`src/rtl/mips_ctrl_pkg.sv`:
```
// mips_ctrl_pkg: shared types and constants for the multi-cycle MIPS control unit.
//   - state_t   : controller FSM states (4-bit)
//   - OP_*/FN_* : opcode and R-type funct encodings
//   - ALU_*     : ALU F codes driven on alucontrol
//   - aluop_t   : request from the FSM to the ALU decoder
//   - SRCB_*/PCSRC_* : datapath mux select encodings
package mips_ctrl_pkg;

   typedef enum logic [3:0] {
      S_FETCH, S_DECODE, S_MEMADR, S_MEMRD, S_MEMWB, S_MEMWR, S_EXEC,
      S_ALUWB, S_BEQEX, S_ADDIEX, S_ADDIWB, S_JEX, S_BNEEX
   } state_t;

   localparam logic [5:0] OP_RTYPE = 6'b000000;
   localparam logic [5:0] OP_LW    = 6'b100011;
   localparam logic [5:0] OP_SW    = 6'b101011;
   localparam logic [5:0] OP_BEQ   = 6'b000100;
   localparam logic [5:0] OP_BNE   = 6'b000101;
   localparam logic [5:0] OP_ADDI  = 6'b001000;
   localparam logic [5:0] OP_J     = 6'b000010;

   localparam logic [5:0] FN_ADD = 6'b100000;
   localparam logic [5:0] FN_SUB = 6'b100010;
   localparam logic [5:0] FN_AND = 6'b100100;
   localparam logic [5:0] FN_OR  = 6'b100101;
   localparam logic [5:0] FN_SLT = 6'b101010;

   localparam logic [2:0] ALU_AND = 3'b000;
   localparam logic [2:0] ALU_OR  = 3'b001;
   localparam logic [2:0] ALU_ADD = 3'b010;
   localparam logic [2:0] ALU_SUB = 3'b110;
   localparam logic [2:0] ALU_SLT = 3'b111;

   // ALUOP_NONE parks alucontrol at 000 in states that do not use the ALU.
   typedef enum logic [1:0] {
      ALUOP_ADD, ALUOP_SUB, ALUOP_FUNCT, ALUOP_NONE
   } aluop_t;

   localparam logic [1:0] SRCB_B      = 2'b00;
   localparam logic [1:0] SRCB_FOUR   = 2'b01;
   localparam logic [1:0] SRCB_IMM    = 2'b10;
   localparam logic [1:0] SRCB_IMM_SH = 2'b11;

   localparam logic [1:0] PCSRC_ALU    = 2'b00;
   localparam logic [1:0] PCSRC_ALUOUT = 2'b01;
   localparam logic [1:0] PCSRC_JUMP   = 2'b10;

   // States that stall on the memory wait counter.
   function automatic logic is_wait_state(state_t s);
      return (s == S_FETCH) || (s == S_MEMRD) || (s == S_MEMWR);
   endfunction

endpackage

```
`src/rtl/mips_mc_ctrl_if.sv`:
```
// mips_mc_ctrl_if: control bus between the MIPS controller and its datapath.
//   master (controller): reads op/funct/zero, drives all selects and strobes.
//   slave  (datapath)  : drives op/funct/zero, reads selects and strobes.
interface mips_mc_ctrl_if;
   logic [5:0] op;
   logic [5:0] funct;
   logic       zero;
   logic       pcen;
   logic       memwrite;
   logic       irwrite;
   logic       regwrite;
   logic       iord;
   logic       memtoreg;
   logic       regdst;
   logic       alusrca;
   logic [1:0] alusrcb;
   logic [1:0] pcsrc;
   logic [2:0] alucontrol;
   logic       illegal_op;
   logic       busy_wait;

   modport master (
      input  op, funct, zero,
      output pcen, memwrite, irwrite, regwrite, iord, memtoreg, regdst,
             alusrca, alusrcb, pcsrc, alucontrol, illegal_op, busy_wait
   );

   modport slave (
      output op, funct, zero,
      input  pcen, memwrite, irwrite, regwrite, iord, memtoreg, regdst,
             alusrca, alusrcb, pcsrc, alucontrol, illegal_op, busy_wait
   );
endinterface

```
`src/rtl/mips_alu_decoder.sv`:
```
// mips_alu_decoder: combinational ALU control decode.
//   aluop         in  : add / sub / decode-from-funct / none
//   funct         in  : instruction[5:0]
//   alucontrol    out : ALU F code (000 when idle or funct undecodable)
//   funct_illegal out : funct not a supported R-type op (only with ALUOP_FUNCT)
module mips_alu_decoder
   import mips_ctrl_pkg::*;
(
   input  aluop_t     aluop,
   input  logic [5:0] funct,
   output logic [2:0] alucontrol,
   output logic       funct_illegal
);

   always_comb begin
      alucontrol    = ALU_AND;
      funct_illegal = 1'b0;
      case (aluop)
         ALUOP_ADD: alucontrol = ALU_ADD;
         ALUOP_SUB: alucontrol = ALU_SUB;
         ALUOP_FUNCT: begin
            case (funct)
               FN_ADD:  alucontrol = ALU_ADD;
               FN_SUB:  alucontrol = ALU_SUB;
               FN_AND:  alucontrol = ALU_AND;
               FN_OR:   alucontrol = ALU_OR;
               FN_SLT:  alucontrol = ALU_SLT;
               default: funct_illegal = 1'b1;
            endcase
         end
         default: alucontrol = ALU_AND;
      endcase
   end

endmodule

```
`src/rtl/mips_mc_ctrl.sv`:
```
// mips_mc_ctrl: multi-cycle MIPS control unit (Moore FSM + ALU decoder).
//   clk   in : rising-edge clock
//   reset in : asynchronous, active-high reset
//   bus      : mips_mc_ctrl_if.master (op/funct/zero in, selects/strobes out)
// Parameter MEM_WAIT (0..15): extra wait cycles in FETCH, MEMRD and MEMWR.
// Optional feature macro MIPS_CTRL_BNE_EN: when defined, op 000101 (bne)
// executes through BNEEX; otherwise it is decoded as illegal.
module mips_mc_ctrl
   import mips_ctrl_pkg::*;
#(
   parameter int unsigned MEM_WAIT = 0
) (
   input  logic           clk,
   input  logic           reset,
   mips_mc_ctrl_if.master bus
);

   localparam logic [3:0] WAIT_INIT = 4'(MEM_WAIT);

   state_t     state, state_n;
   logic [3:0] cnt;
   logic       cnt_zero;

   logic       pcwrite, branch, branch_ne;
   logic       memwrite, irwrite, regwrite, illegal;
   logic       iord, memtoreg, regdst, alusrca;
   logic [1:0] alusrcb, pcsrc;
   aluop_t     aluop;
   logic [2:0] alucontrol;
   logic       funct_illegal;

   assign cnt_zero = (cnt == 4'd0);

   mips_alu_decoder u_alu_dec (
      .aluop         (aluop),
      .funct         (bus.funct),
      .alucontrol    (alucontrol),
      .funct_illegal (funct_illegal)
   );

   // The counter reloads on every entry into a wait state; while a wait state
   // holds (counter nonzero) it simply counts down.
   always_ff @(posedge clk or posedge reset) begin
      if (reset) begin
         state <= S_FETCH;
         cnt   <= WAIT_INIT;
      end else begin
         state <= state_n;
         if ((state_n != state) && is_wait_state(state_n))
            cnt <= WAIT_INIT;
         else if (!cnt_zero)
            cnt <= cnt - 4'd1;
      end
   end

   always_comb begin
      state_n   = state;
      pcwrite   = 1'b0;
      branch    = 1'b0;
      branch_ne = 1'b0;
      memwrite  = 1'b0;
      irwrite   = 1'b0;
      regwrite  = 1'b0;
      illegal   = 1'b0;
      iord      = 1'b0;
      memtoreg  = 1'b0;
      regdst    = 1'b0;
      alusrca   = 1'b0;
      alusrcb   = SRCB_B;
      pcsrc     = PCSRC_ALU;
      aluop     = ALUOP_NONE;
      case (state)
         S_FETCH: begin
            alusrcb = SRCB_FOUR;
            aluop   = ALUOP_ADD;
            if (cnt_zero) begin
               irwrite = 1'b1;
               pcwrite = 1'b1;
               state_n = S_DECODE;
            end
         end
         S_DECODE: begin
            // Branch target computed speculatively into ALUOut.
            alusrcb = SRCB_IMM_SH;
            aluop   = ALUOP_ADD;
            case (bus.op)
               OP_LW, OP_SW: state_n = S_MEMADR;
               OP_RTYPE:     state_n = S_EXEC;
               OP_BEQ:       state_n = S_BEQEX;
               OP_ADDI:      state_n = S_ADDIEX;
               OP_J:         state_n = S_JEX;
`ifdef MIPS_CTRL_BNE_EN
               OP_BNE:       state_n = S_BNEEX;
`else
               OP_BNE: begin
                  illegal = 1'b1;
                  state_n = S_FETCH;
               end
`endif
               default: begin
                  illegal = 1'b1;
                  state_n = S_FETCH;
               end
            endcase
         end
         S_MEMADR: begin
            alusrca = 1'b1;
            alusrcb = SRCB_IMM;
            aluop   = ALUOP_ADD;
            state_n = (bus.op == OP_LW) ? S_MEMRD : S_MEMWR;
         end
         S_MEMRD: begin
            iord = 1'b1;
            if (cnt_zero) state_n = S_MEMWB;
         end
         S_MEMWB: begin
            memtoreg = 1'b1;
            regwrite = 1'b1;
            state_n  = S_FETCH;
         end
         S_MEMWR: begin
            iord = 1'b1;
            if (cnt_zero) begin
               memwrite = 1'b1;
               state_n  = S_FETCH;
            end
         end
         S_EXEC: begin
            alusrca = 1'b1;
            aluop   = ALUOP_FUNCT;
            // Undecodable funct aborts before write-back.
            if (funct_illegal) begin
               illegal = 1'b1;
               state_n = S_FETCH;
            end else begin
               state_n = S_ALUWB;
            end
         end
         S_ALUWB: begin
            regdst   = 1'b1;
            regwrite = 1'b1;
            state_n  = S_FETCH;
         end
         S_BEQEX: begin
            alusrca = 1'b1;
            aluop   = ALUOP_SUB;
            pcsrc   = PCSRC_ALUOUT;
            branch  = 1'b1;
            state_n = S_FETCH;
         end
         S_BNEEX: begin
            alusrca   = 1'b1;
            aluop     = ALUOP_SUB;
            pcsrc     = PCSRC_ALUOUT;
            branch_ne = 1'b1;
            state_n   = S_FETCH;
         end
         S_ADDIEX: begin
            alusrca = 1'b1;
            alusrcb = SRCB_IMM;
            aluop   = ALUOP_ADD;
            state_n = S_ADDIWB;
         end
         S_ADDIWB: begin
            regwrite = 1'b1;
            state_n  = S_FETCH;
         end
         S_JEX: begin
            pcsrc   = PCSRC_JUMP;
            pcwrite = 1'b1;
            state_n = S_FETCH;
         end
         default: state_n = S_FETCH;
      endcase
   end

   // Strobes are masked by reset itself so nothing fires while reset is held,
   // even though FETCH with a zero counter would otherwise assert irwrite/pcen.
   assign bus.pcen       = ~reset & (pcwrite | (branch & bus.zero)
                                             | (branch_ne & ~bus.zero));
   assign bus.memwrite   = ~reset & memwrite;
   assign bus.irwrite    = ~reset & irwrite;
   assign bus.regwrite   = ~reset & regwrite;
   assign bus.illegal_op = ~reset & illegal;
   assign bus.iord       = iord;
   assign bus.memtoreg   = memtoreg;
   assign bus.regdst     = regdst;
   assign bus.alusrca    = alusrca;
   assign bus.alusrcb    = alusrcb;
   assign bus.pcsrc      = pcsrc;
   assign bus.alucontrol = alucontrol;
   assign bus.busy_wait  = ~cnt_zero & is_wait_state(state);

endmodule

```
`src/flat_wrapper.sv`:
```
// flat-port wrapper written by rule: the top's interface ports become plain ports
module mips_mc_ctrl_flat import mips_ctrl_pkg::*;
#(
   parameter int unsigned MEM_WAIT = 0
)
  (clk, reset, bus_op, bus_funct, bus_zero, bus_pcen, bus_memwrite, bus_irwrite, bus_regwrite, bus_iord, bus_memtoreg, bus_regdst, bus_alusrca, bus_alusrcb, bus_pcsrc, bus_alucontrol, bus_illegal_op, bus_busy_wait);
  mips_mc_ctrl_if bus_i ();
  input  logic clk;
  input  logic reset;
  input wire logic [$bits(bus_i.op)-1:0] bus_op;
  input wire logic [$bits(bus_i.funct)-1:0] bus_funct;
  input wire logic [$bits(bus_i.zero)-1:0] bus_zero;
  output wire logic [$bits(bus_i.pcen)-1:0] bus_pcen;
  output wire logic [$bits(bus_i.memwrite)-1:0] bus_memwrite;
  output wire logic [$bits(bus_i.irwrite)-1:0] bus_irwrite;
  output wire logic [$bits(bus_i.regwrite)-1:0] bus_regwrite;
  output wire logic [$bits(bus_i.iord)-1:0] bus_iord;
  output wire logic [$bits(bus_i.memtoreg)-1:0] bus_memtoreg;
  output wire logic [$bits(bus_i.regdst)-1:0] bus_regdst;
  output wire logic [$bits(bus_i.alusrca)-1:0] bus_alusrca;
  output wire logic [$bits(bus_i.alusrcb)-1:0] bus_alusrcb;
  output wire logic [$bits(bus_i.pcsrc)-1:0] bus_pcsrc;
  output wire logic [$bits(bus_i.alucontrol)-1:0] bus_alucontrol;
  output wire logic [$bits(bus_i.illegal_op)-1:0] bus_illegal_op;
  output wire logic [$bits(bus_i.busy_wait)-1:0] bus_busy_wait;
  assign bus_i.op = bus_op;
  assign bus_i.funct = bus_funct;
  assign bus_i.zero = bus_zero;
  assign bus_pcen = bus_i.pcen;
  assign bus_memwrite = bus_i.memwrite;
  assign bus_irwrite = bus_i.irwrite;
  assign bus_regwrite = bus_i.regwrite;
  assign bus_iord = bus_i.iord;
  assign bus_memtoreg = bus_i.memtoreg;
  assign bus_regdst = bus_i.regdst;
  assign bus_alusrca = bus_i.alusrca;
  assign bus_alusrcb = bus_i.alusrcb;
  assign bus_pcsrc = bus_i.pcsrc;
  assign bus_alucontrol = bus_i.alucontrol;
  assign bus_illegal_op = bus_i.illegal_op;
  assign bus_busy_wait = bus_i.busy_wait;
  mips_mc_ctrl #(.MEM_WAIT(MEM_WAIT)) u_core (.clk(clk), .reset(reset), .bus(bus_i));
endmodule
```
`config.mk`:
```
export PLATFORM = sky130hd
export DESIGN_NAME = mips_mc_ctrl_flat
export DESIGN_NICKNAME = d
export VERILOG_FILES = /design/src/rtl/mips_ctrl_pkg.sv /design/src/rtl/mips_mc_ctrl_if.sv /design/src/rtl/mips_alu_decoder.sv /design/src/rtl/mips_mc_ctrl.sv /design/src/flat_wrapper.sv
export SDC_FILE = /design/constraint.sdc
export NUM_CORES = 1
export LEC_CHECK = 0
export BUFFER_PORTS_ARGS = -buffer_cell sky130_fd_sc_hd__buf_2
export CAP_MARGIN = 5
export CORE_ASPECT_RATIO = 0.9
export CORE_MARGIN = 2
export CORE_UTILIZATION = 56
export CTS_CLUSTER_SIZE = 28
export DETAILED_ROUTE_END_ITERATION = 10
export GPL_ROUTABILITY_DRIVEN = 0
export GPL_TIMING_DRIVEN = 0
export HOLD_SLACK_MARGIN = 0.03
export PLACE_DENSITY = 0.85
export SLEW_MARGIN = 10
export SYNTH_ARGS = -nofsm -noshare
export SYNTH_HDL_FRONTEND = slang
export SYNTH_HIERARCHICAL = 1
export SYNTH_SLANG_ARGS = --single-unit
```
`constraint.sdc`:
```
create_clock -name clk -period 8.1 [get_ports clk]
set_input_delay 0.405 -clock clk [delete_from_list [all_inputs] [get_ports clk]]
set_output_delay 0.405 -clock clk [all_outputs]
set_load 0.05 [all_outputs]
```
==> flow_metrics.py, run 1 <==
metrics = {
    "run_status": {
        "status": "complete, no violations",
    },
    "timing": {
        "finalSetupViolCount": 0,
        "finalCritPeriodShare_pct": 45.3,
        "worstMarginPinSlew_ps": 419,
        "timing.fmax_mhz": 272,
        "finClkSkew_ps": 12.1,
        "fin_tns_setup_ps": 0,
        "rsz0062_at_grt": "false",
        "slew_violations": 0,
        "slew_headroom_pct": 72.1,
        "period_needed_ps": 3670,
        "finalHoldViolations": 0,
    },
    "clock_tree": {
        "cts_hold_buf": 0,
        "htree_levels": 1,
        "root_buffer": "clkbuf_4",
        "clkTransAtPathRegs_ps": 60,
        "cts_sinks": 8,
        "cts_buffer_depth": 2,
        "clock_latency_ps": 260,
        "post_cts_resized": 0,
        "post_cts_buffers": 0,
        "cts_tree": "yes",
        "numCtsBuffers": 3,
    },
    "layout": {
        "final_cells": 199,
        "fillers": 180,
        "num_antenna_cells": 0,
        "multi_input_area_um2": 808,
        "drive_above_1_share_pct": 33.3,
        "final_util_pct": 69.4,
        "register_area_um2": 200,
        "area_delta_synth_final_pct": 17.6,
        "nets": 192,
    },
    "critical_path": {
        "rr_worst_depth": 13,
        "worstSetupEndpointType": "output pin",
        "path_cells": "clkbuf_4 -> clkbuf_1 -> nand2b_1 -> a21oi_1 -> nor2_1 -> nor2b_1 -> o41a_1 -> nor3b_1 -> a31oi_1 -> nor3_1 -> nor3_4 -> a21oi_1 -> and3_1 -> buf_2",
        "worstPathArrival_ps": 3270,
        "slowest_delay_ps": 410,
        "slowest_stage": "dfrtp_1",
        "cpMostUsedCell": "a21oi_1",
        "rrSetupSlack_ps": 4930,
        "cp_data_required_time_ps": 7700,
        "cp_top_family": "simple AND/OR/NAND/NOR gates",
        "crit_type": "flop to output pin",
        "crit_fanout": 10,
        "worstSetupStartpointType": "flop",
        "r2r_end": "u_core/cnt[2]",
        "r2r-start": "u_core/state[0]",
        "path_buf_inv": 3,
    },
    "detailed_routing": {
        "top_layer": "met4",
        "dr_wl_met3_um": 230,
        "drtAntennaViolNets": 0,
        "routedWlPerCell_um": 13.5,
        "routed_wl_mm": 2.69,
        "drt-vias-per-instance": 6.09,
        "wl_met2_mm": 1.23,
        "first_pass_iters": 4,
        "drc": 0,
        "wl_met1_mm": 1.21,
        "drt_iter0_markers": 48,
        "vias": 1212,
    },
    "synth": {
        "syn_inst": 142,
        "yosysWarnings": 6,
        "synth_area_um2": 1130,
        "synthFlopType": "dfrtp_1",
        "synth_edf_count": 0,
        "ys_types": 56,
        "syn_avg_cell_area_um2": 7.96,
        "ys_seq_area_share_pct": 17.7,
        "synth.top_cell.area_share_pct": 17.7,
        "synth_nets": 158,
        "ys_ff_latch": 8,
        "synth_area_leaders": "dfrtp_1 18%, a21oi_1 4.9%, nor2_1 4.7%, nor3_1 4.0%, nor4b_2 4.0%",
        "yosysTopAreaCell": "dfrtp_1",
        "async_reset_ff_share_pct": 100,
    },
    "power_and_ir_drop": {
        "p_leak_nw": 0.619,
        "power.total_w": 0.000385,
        "p_per_area_nw_per_um2": 290,
        "irDropWorstVdd_v": 0.000272,
    },
    "run": {
        "maxCapViolCount": 0,
    },
    "floorplan": {
        "core-area_um2": 1910,
        "die_x_um": 51.3,
        "start_util_pct": 59.0,
        "rows": 15,
        "io_pins": 32,
        "die_y_um": 46.6,
        "die-area_um2": 2390,
    },
    "global_route": {
        "grt_pass1_wl_mm": 4.42,
        "antenna_found_initial": 0,
        "grt_pass1_vias": 1021,
        "grtUsageTotal_pct": 24.5,
        "grt_max_degree": 11,
        "overflow": 0,
    },
    "placement": {
        "hpwl_mm": 2.12,
        "io_buffer_count": 29,
        "dpl.cell_count": 196,
    },
    "min_path": {
        "hp-class": "primary input to async pin",
    },
}
placed cells by master (no fill, tap or decap), types with 3 or more instances in the layout:
cell / count
buf_2: 29
nor2_1: 14
a21oi_1: 11
nand2_1: 10
nor3_1: 9
inv_1: 8
dfrtp_1: 8
nand3_1: 5
clkbuf_4: 4
clkbuf_1: 4
nand2b_1: 4
or3_1: 4
buf_6: 3
o211ai_1: 3
nor4b_2: 3
xnor2_1: 3
a31oi_1: 3
worst max path at each step:
stage	startpoint	to	slack, ps	depth (start not counted)
2_1_floorplan	u_core/state[3]	bus_regwrite	4950	7
3_5_place_dp	u_core/state[0]	bus_busy_wait	4760	14
6_report	u_core/state[0]	bus_busy_wait	4430	14
4_1_cts	u_core/state[0]	bus_busy_wait	4460	14
5_1_grt	u_core/state[0]	bus_busy_wait	4100	14
3_3_place_gp	u_core/state[0]	bus_busy_wait	4840	14
synthesized netlist by cell type, drive strengths merged, types with 4 or more instances:
| master | number |
|---|---|
| a21oi | 11 |
| clkbuf | 7 |
| dfrtp | 8 |
| inv | 10 |
| nand2 | 10 |
| nand2b | 5 |
| nand3 | 5 |
| nor2 | 14 |
| nor3 | 10 |
| or3 | 4 |
| xnor2 | 4 |
per-stage QoR:
step | setup WS (ps) | hold slack, ps | instance area (µm²)
global route | 4100 | 145 | 1330
global placement | 4840 | 414 | 1310
finish | 4430 | 140 | 1330
CTS | 4460 | 132 | 1330
floorplan | 4950 | 221 | 1130
detailed placement | 4760 | 421 | 1310
power breakdown:
| part | switching [W] | internal, W |
|---|---|---|
| Clock | 0.0000132 | 0.0000169 |
| Sequential | 0.00000759 | 0.0000453 |
| Combinational | 0.000202 | 0.0000999 |
| Total | 0.000223 | 0.000162 |
flip-flops by register name, indices dropped and copies added (netlist names):
signal	cells
u_core/state	4
u_core/cnt	4
kinds of logic after synthesis:
group / Yosys count / share of synthesized area [%]
simple gates: 69 / 38.1
compound gates: 37 / 26.0
buf+inv: 20 / 10.7
flops: 8 / 17.7
xor+xnor: 6 / 5.32
mux: 1 / 0.997
fa+ha+maj: 1 / 1.11
layer usage:
metal / vias to the layer above / GRT usage [%]
met5: - / 0
met4: 0 / 5.26
met3: 2 / 5.52
met2: 58 / 40.3
met1: 555 / 33.4
li1: 597 / -
final cells by class:
| type | count | area share, % |
|---|---|---|
| Buffer | 10 | 6.31 |
| Clock buffer | 3 | 1.69 |
| Inverter | 10 | 2.82 |
| Multi-Input combinational cell | 114 | 60.8 |
| Sequential cell | 8 | 15.1 |
| Tap cell | 25 | 2.35 |
| Timing Repair Buffer | 29 | 10.9 |
Power figures use the tool's default switching activity.
==> run 2: changes to the inputs <==
- ABC_AREA: default -> 1
- CORE_UTILIZATION: 56 -> 50
- PLACE_DENSITY: 0.85 -> 0.79
- clock period: 8.1 -> 3.6 ns (I/O delays scaled with it)
==> run 2 against run 1 <==
Global-route usage is 2.5 points lower. Sequential power increased by 120%. Critical endpoint is now u_core/cnt[1]. First-iteration DRC count rose by 4.2%. Sequential share of layout area rose by 1.6 points. Cell count increased by 18%. Clock-buffer cell count unchanged. Clock power rose by 130%. Utilization decreased by 5.9 points.
==> flow_metrics.py, run 2 <==
metrics = {
    "synth": {
        "syn_avg_cell_area_um2": 5.63,
        "synthSimpleGateAreaFrac_pct": 51.5,
        "yosysMostFrequentCell": "nand2_1",
        "ys_ff_latch": 8,
        "synth_compound_area_share_pct": 10.7,
        "ys_types": 20,
        "async_reset_ff_share_pct": 100,
        "synth.top_cell.area_share_pct": 20.3,
        "synthFlopType": "dfrtp_1",
        "ys_seq_area_share_pct": 20.3,
        "synth_area_leaders": "dfrtp_1 20%, nand2_1 15%, inv_1 13%, nor2_1 11%, nand3_1 9.1%",
        "synth_area_um2": 985,
        "synth_common_cells": "40 x nand2_1, 33 x inv_1, 30 x nor2_1, 18 x nand3_1, 9 x o21ai_0",
        "synth_top_family_by_area": "simple AND/OR/NAND/NOR gates",
        "synth_edf_count": 0,
        "synth_adder_area_share_pct": 1.27,
        "yosysWarnings": 6,
        "synthMuxAreaShare_pct": 0,
        "yosysTopAreaCell": "dfrtp_1",
        "synth_nets": 191,
        "synth-xor-area-share_pct": 1.78,
        "syn_inst": 175,
    },
    "layout": {
        "fillers": 185,
        "nets": 228,
        "layout_commonest_cell": "nand2_1",
        "drive_above_1_share_pct": 26.7,
        "layout_common_cells": "40 x nand2_1, 33 x inv_1, 31 x buf_2, 30 x nor2_1, 18 x nand3_1",
        "area_delta_synth_final_pct": 22.2,
        "top_regs": "u_core/cnt x4, u_core/state x4",
        "num_antenna_cells": 0,
    },
    "timing": {
        "rsz0062_at_grt": "false",
        "finalSetupViolCount": 0,
        "finClkSkew_ps": 6.24,
        "fin_tns_setup_ps": 0,
        "fin_hold_ws_ps": 393,
        "timing.fmax_mhz": 386,
        "period_needed_ps": 2590,
        "worstMarginPinSlew_ps": 329,
        "finalCritPeriodShare_pct": 72.0,
        "slew_headroom_pct": 78.1,
        "finalHoldViolations": 0,
        "slew_violations": 0,
    },
    "power_and_ir_drop": {
        "p_sw_w": 0.000406,
        "p_comb_share_pct": 71.8,
        "pwr-share-clk_pct": 10.5,
        "p_leak_nw": 0.731,
        "swShare_pct": 61.2,
        "p_per_area_nw_per_um2": 551,
        "p_seq_share_pct": 17.7,
        "internal-power_w": 0.000257,
        "irDropWorstVdd_v": 0.000306,
    },
    "critical_path": {
        "worstPathArrival_ps": 2720,
        "slowest_stage": "dfrtp_1",
        "crit_type": "flop to flop",
        "path_buf_inv": 3,
        "slowest_delay_ps": 430,
        "cp_data_required_time_ps": 3730,
        "path_cells": "inv_2 -> nand2_4 -> nor2_2 -> inv_2 -> o21ai_0 -> a21oi_1 -> nand2_1 -> nand2_1 -> nor2_1 -> nand3_1 -> nor2_1 -> inv_1 -> nand3_1 -> nand2_1 -> nor2_1 -> nand2_1 -> nor2_1 -> nand3_1 -> nand3_2 -> a21oi_1",
        "crit_fanout": 6,
        "cp_top_family": "simple AND/OR/NAND/NOR gates",
        "worstSetupStartpointType": "flop",
        "worstSetupEndpointType": "flop",
    },
    "detailed_routing": {
        "first_pass_iters": 5,
        "routed_wl_mm": 2.31,
        "drtAntennaViolNets": 0,
        "drt_iter0_markers": 50,
        "drt-vias-per-instance": 4.99,
        "drc": 0,
        "vias": 1172,
        "routedWlPerCell_um": 9.84,
    },
    "min_path": {
        "hp-class": "primary input to flop",
    },
    "floorplan": {
        "start_util_pct": 51.9,
        "io_pins": 32,
        "die-area_um2": 2340,
        "rows": 15,
        "die_x_um": 50.8,
        "core-area_um2": 1900,
        "die_y_um": 46.1,
    },
    "run_status": {
        "status": "complete, no violations",
    },
    "clock_tree": {
        "cts_hold_buf": 1,
        "root_buffer": "clkbuf_4",
        "cts_buffer_depth": 2,
        "cts_tree": "yes",
        "cts_sinks": 8,
        "post_cts_resized": 0,
        "numCtsBuffers": 3,
        "post_cts_buffers": 0,
        "clock_latency_ps": 260,
        "clkTransAtPathRegs_ps": 60,
        "htree_levels": 1,
    },
    "placement": {
        "hpwl_mm": 1.86,
        "io_buffer_count": 31,
    },
    "global_route": {
        "grt_pass1_vias": 987,
        "antenna_found_initial": 0,
        "grtUsageTotal_pct": 22.0,
        "grt_max_degree": 10,
        "overflow": 0,
        "grt_pass1_wl_mm": 3.93,
    },
    "run": {
        "maxCapViolCount": 0,
    },
}
[run 2: power groups by stage]
stage / logic (W) / registers, W / clock network, W
3_3_place_gp: 0.000466 / 0.000119 / 0
3_5_place_dp: 0.000473 / 0.000119 / 0
2_1_floorplan: 0.000381 / 0.000115 / 0
6_report: 0.000476 / 0.000118 / 0.0000695
4_1_cts: 0.000476 / 0.000117 / 0.0000721
5_1_grt: 0.000520 / 0.000120 / 0.0000767
[run 2: cell type report]
type	instances	area (µm²)	area share [%]
Multi-Input combinational cell	129	642	53.3
Timing Repair Buffer	32	165	13.7
Tap cell	25	31.3	2.60
Inverter	38	143	11.9
Sequential cell	8	200	16.6
Clock buffer	3	22.5	1.87
[run 2: final timing paths]
path / start / endpoint / slack, ps / cells past startpoint
setup / recovery: u_core/state[2] / u_core/cnt[1] / 1010 / 20
hold / removal: bus_op[4] / u_core/state[2] / 390 / 7
setup reg to reg: u_core/state[2] / u_core/cnt[1] / 1010 / 20
hold reg to reg: u_core/cnt[1] / u_core/cnt[1] / 590 / 2
max in group asynchronous: reset / u_core/cnt[0] / 2870 / 3
min in group asynchronous: reset / u_core/cnt[2] / 480 / 3
[run 2: kinds of logic (layout without fill, tap and decap cells)]
| logic type | after synthesis | after routing |
|---|---|---|
| compound gates | 19 | 19 |
| xor+xnor | 2 | 2 |
| fa+ha+maj | 1 | 1 |
| buf+inv | 38 | 73 |
| simple gates | 107 | 107 |
| flops | 8 | 8 |
[run 2: worst reg2reg max path, stage by stage, from the launching register on]
cell     delay [ps]
dfrtp_1         430
inv_2           120
nand2_4          90
nor2_2          140
inv_2            60
o21ai_0         100
a21oi_1         110
nand2_1          80
nand2_1          60
nor2_1          170
nand3_1         100
nor2_1          140
inv_1            60
nand3_1         120
nand2_1          70
nor2_1           80
nand2_1         100
nor2_1          150
nand3_1         100
nand3_2         110
a21oi_1          80
[run 2: stage by stage]
step | util, % | total power (W) | std cells | setup WS [ps] | cell area, µm²
floorplan | - | 0.000496 | 175 | 151 | 985
global placement | 61.8 | 0.000585 | 231 | 1090 | 1170
detailed placement | 61.8 | 0.000591 | 231 | 1030 | 1170
CTS | 63.5 | 0.000666 | 235 | 1010 | 1200
global route | 63.5 | 0.000717 | 235 | 608 | 1200
finish | 63.5 | 0.000663 | 235 | 1010 | 1200
[run 2: metal layers]
metal / up-vias / share of wire (%) / global-route usage, %
li1: 612 / - / -
met1: 511 / 47 / 30.1
met2: 43 / 45 / 36.8
met3: 6 / 6.2 / 3.90
met4: 0 / 1.4 / 4.86
met5: - / 0 / 0
==> run 3: changes to the inputs <==
- CORE_UTILIZATION: 50 -> 45
- PLACE_DENSITY: 0.79 -> 0.75
- clock period: 3.6 -> 2.1 ns (I/O delays scaled with it)
==> run 3 against run 2 <==
Largest power group unchanged. Clock power rose by 71%. Wire length rose by 20%. Worst hold slack got worse by 66 ps. Via count grew 6.7%. Non-clock buffer count rose by 13. The flow now finishes with violations (negative setup slack). Clock skew is 0.62 ps lower. Critical path type unchanged. Critical endpoint unchanged.
==> flow_metrics.py, run 3 (synthesis results as in run 2) <==
metrics = {
    "timing": {
        "finalSetupViolCount": 6,
        "fin_tns_setup_ps": -1060,
        "finalCritPeriodShare_pct": 111,
        "finClkSkew_ps": 5.62,
        "timing.fmax_mhz": 428,
        "fin_hold_ws_ps": 327,
        "period_needed_ps": 2340,
        "worst_slack_ps": -237,
        "slew_headroom_pct": 76.5,
        "worstMarginPinSlew_ps": 352,
        "finalHoldViolations": 0,
        "rsz0062_at_grt": "true",
        "slew_violations": 0,
    },
    "detailed_routing": {
        "first_pass_iters": 7,
        "drtAntennaViolNets": 0,
        "drt_iter0_markers": 17,
        "routed_wl_mm": 2.78,
        "vias": 1250,
        "drc": 0,
        "routedWlPerCell_um": 11.1,
        "drt-vias-per-instance": 5.00,
    },
    "global_route": {
        "grt_pass1_vias": 1193,
        "grtUsageTotal_pct": 23.2,
        "grt_max_degree": 10,
        "overflow": 0,
        "grt_pass1_wl_mm": 4.61,
        "antenna_found_initial": 0,
    },
    "placement": {
        "place_area_um2": 1210,
        "hpwl_mm": 2.04,
        "io_buffer_count": 31,
        "dpl.cell_count": 233,
    },
    "power_and_ir_drop": {
        "swShare_pct": 56.9,
        "internal-power_w": 0.000656,
        "irDropWorstVdd_v": 0.000803,
        "p_sw_w": 0.000867,
        "p_comb_share_pct": 78.6,
        "p_seq_share_pct": 13.7,
        "pwr-share-clk_pct": 7.8,
        "p_per_area_nw_per_um2": 1030,
        "p_leak_nw": 0.833,
    },
    "layout": {
        "layout_commonest_cell": "nand2_1",
        "final_util_pct": 69.6,
        "final_cells": 250,
        "layout_common_cells": "36 x nand2_1, 31 x inv_1, 26 x buf_2, 23 x nor2_1",
        "postLayoutCellArea_um2": 1480,
        "nets": 241,
        "fillers": 181,
        "drive_above_1_share_pct": 44.8,
        "area_delta_synth_final_pct": 50.1,
        "top_regs": "u_core/cnt x4, u_core/state x4",
        "num_antenna_cells": 0,
    },
    "critical_path": {
        "worstPathArrival_ps": 2470,
        "crit_type": "flop to flop",
        "slowest_delay_ps": 470,
        "crit_fanout": 6,
        "r2r-start": "u_core/state[1]",
        "worstSetupEndpointType": "flop",
        "rr_worst_depth": 18,
        "worstSetupStartpointType": "flop",
        "crit_path_start": "u_core/state[1]",
        "path_cells": "inv_2 -> nand2_2 -> o21ai_4 -> a21oi_4 -> nand2_1 -> nand2_2 -> nor2_4 -> nand3_2 -> nor2_2 -> inv_1 -> nand3_2 -> nand2_1 -> nor2_1 -> nand2_1 -> nor2_2 -> nand3_2 -> nand3_4 -> a21oi_2",
        "cp_data_required_time_ps": 2230,
        "slowest_stage": "dfrtp_2",
    },
    "min_path": {
        "holdPathStages": 6,
        "min_from": "bus_op[0]",
        "hp-class": "primary input to flop",
    },
    "clock_tree": {
        "root_buffer": "clkbuf_4",
        "clock_latency_ps": 250,
        "cts_tree": "yes",
        "cts_buffer_depth": 2,
        "cts_sinks": 8,
        "htree_levels": 1,
        "numCtsBuffers": 3,
        "clkTransAtPathRegs_ps": 60,
    },
    "floorplan": {
        "rows": 16,
        "io_pins": 32,
        "die-area_um2": 2580,
        "start_util_pct": 46.4,
        "die_x_um": 53.3,
        "core-area_um2": 2120,
        "die_y_um": 48.4,
    },
    "run": {
        "maxCapViolCount": 0,
    },
    "run_status": {
        "failed_checks": "negative setup slack",
        "status": "finished, violations left",
    },
}
## run 3: changes by cell type in the layout (fill, tap and decap cells not counted), moves of 4 or more
cell | previous run | this run
a21oi_1 | 8 | 2
a21oi_2 | 0 | 5
buf_2 | 31 | 26
buf_4 | 0 | 12
buf_6 | 0 | 5
dfrtp_1 | 8 | 4
dfrtp_2 | 0 | 4
nand2_1 | 40 | 36
nand3_1 | 18 | 12
nand3_2 | 4 | 8
nor2_1 | 30 | 23
nor2_2 | 4 | 8
## run 3: through the flow
| step | setup WS, ps | power [W] |
|---|---|---|
| 2_1_floorplan | -167 | 0.000902 |
| 3_3_place_gp | -285 | 0.00105 |
| 3_5_place_dp | -345 | 0.00107 |
| 4_1_cts | -223 | 0.00132 |
| 5_1_grt | -425 | 0.00161 |
| 6_report | -237 | 0.00152 |
## run 3: power groups by stage
stage / Combinational [W] / Sequential (W) / Clock [W]
finish: 0.00120 / 0.000208 / 0.000119
CTS: 0.000991 / 0.000204 / 0.000122
floorplan: 0.000702 / 0.000199 / 0
global route: 0.00127 / 0.000211 / 0.000128
global placement: 0.000850 / 0.000204 / 0
detailed placement: 0.000866 / 0.000205 / 0
## run 3: per-layer routing
metal	up-vias	wire length (µm)	GRT usage, %
li1	640	-	-
met1	579	1200	27.8
met2	25	1470	42.4
met3	6	72	0.926
met4	0	35	8.55
met5	-	0	0
## run 3: what timing repair did
| action | 4_1_cts | 5_1_grt |
|---|---|---|
| hold endpoints to repair | 8 | 0 |
| pin swaps | 10 | 18 |
| setup buffers | 9 | 5 |
| gates resized for setup | 12 | 30 |
| hold buffers | 1 | 0 |
| endpoints found under the setup margin | 9 | 11 |
## run 3: final timing paths
path / to / slack (ps)
hold / removal: u_core/state[3] / 330
min in group asynchronous: u_core/cnt[0] / 420
max in group asynchronous: u_core/state[0] / 1390
setup / recovery: u_core/cnt[1] / -240
setup reg to reg: u_core/cnt[1] / -240
hold reg to reg: u_core/cnt[1] / 600
## run 3: cell type report
type                    count  area (µm²)  area share (%)
repair buffers             45         294            19.9
well taps                  27        33.8            2.29
flip-flops and latches      8         205            13.9
clock buffers               3        22.5            1.52
inverters                  38         143            9.65
multi-input cells         129         779            52.8
## run 3: worst max-delay path: cells and delay by family, from the launching register on
kind	cells	cell delay (ps)
DFF	1	470
AOI/OAI and AO/OA	3	300
and+or+nand+nor	13	1300
buffers and inverters	2	140
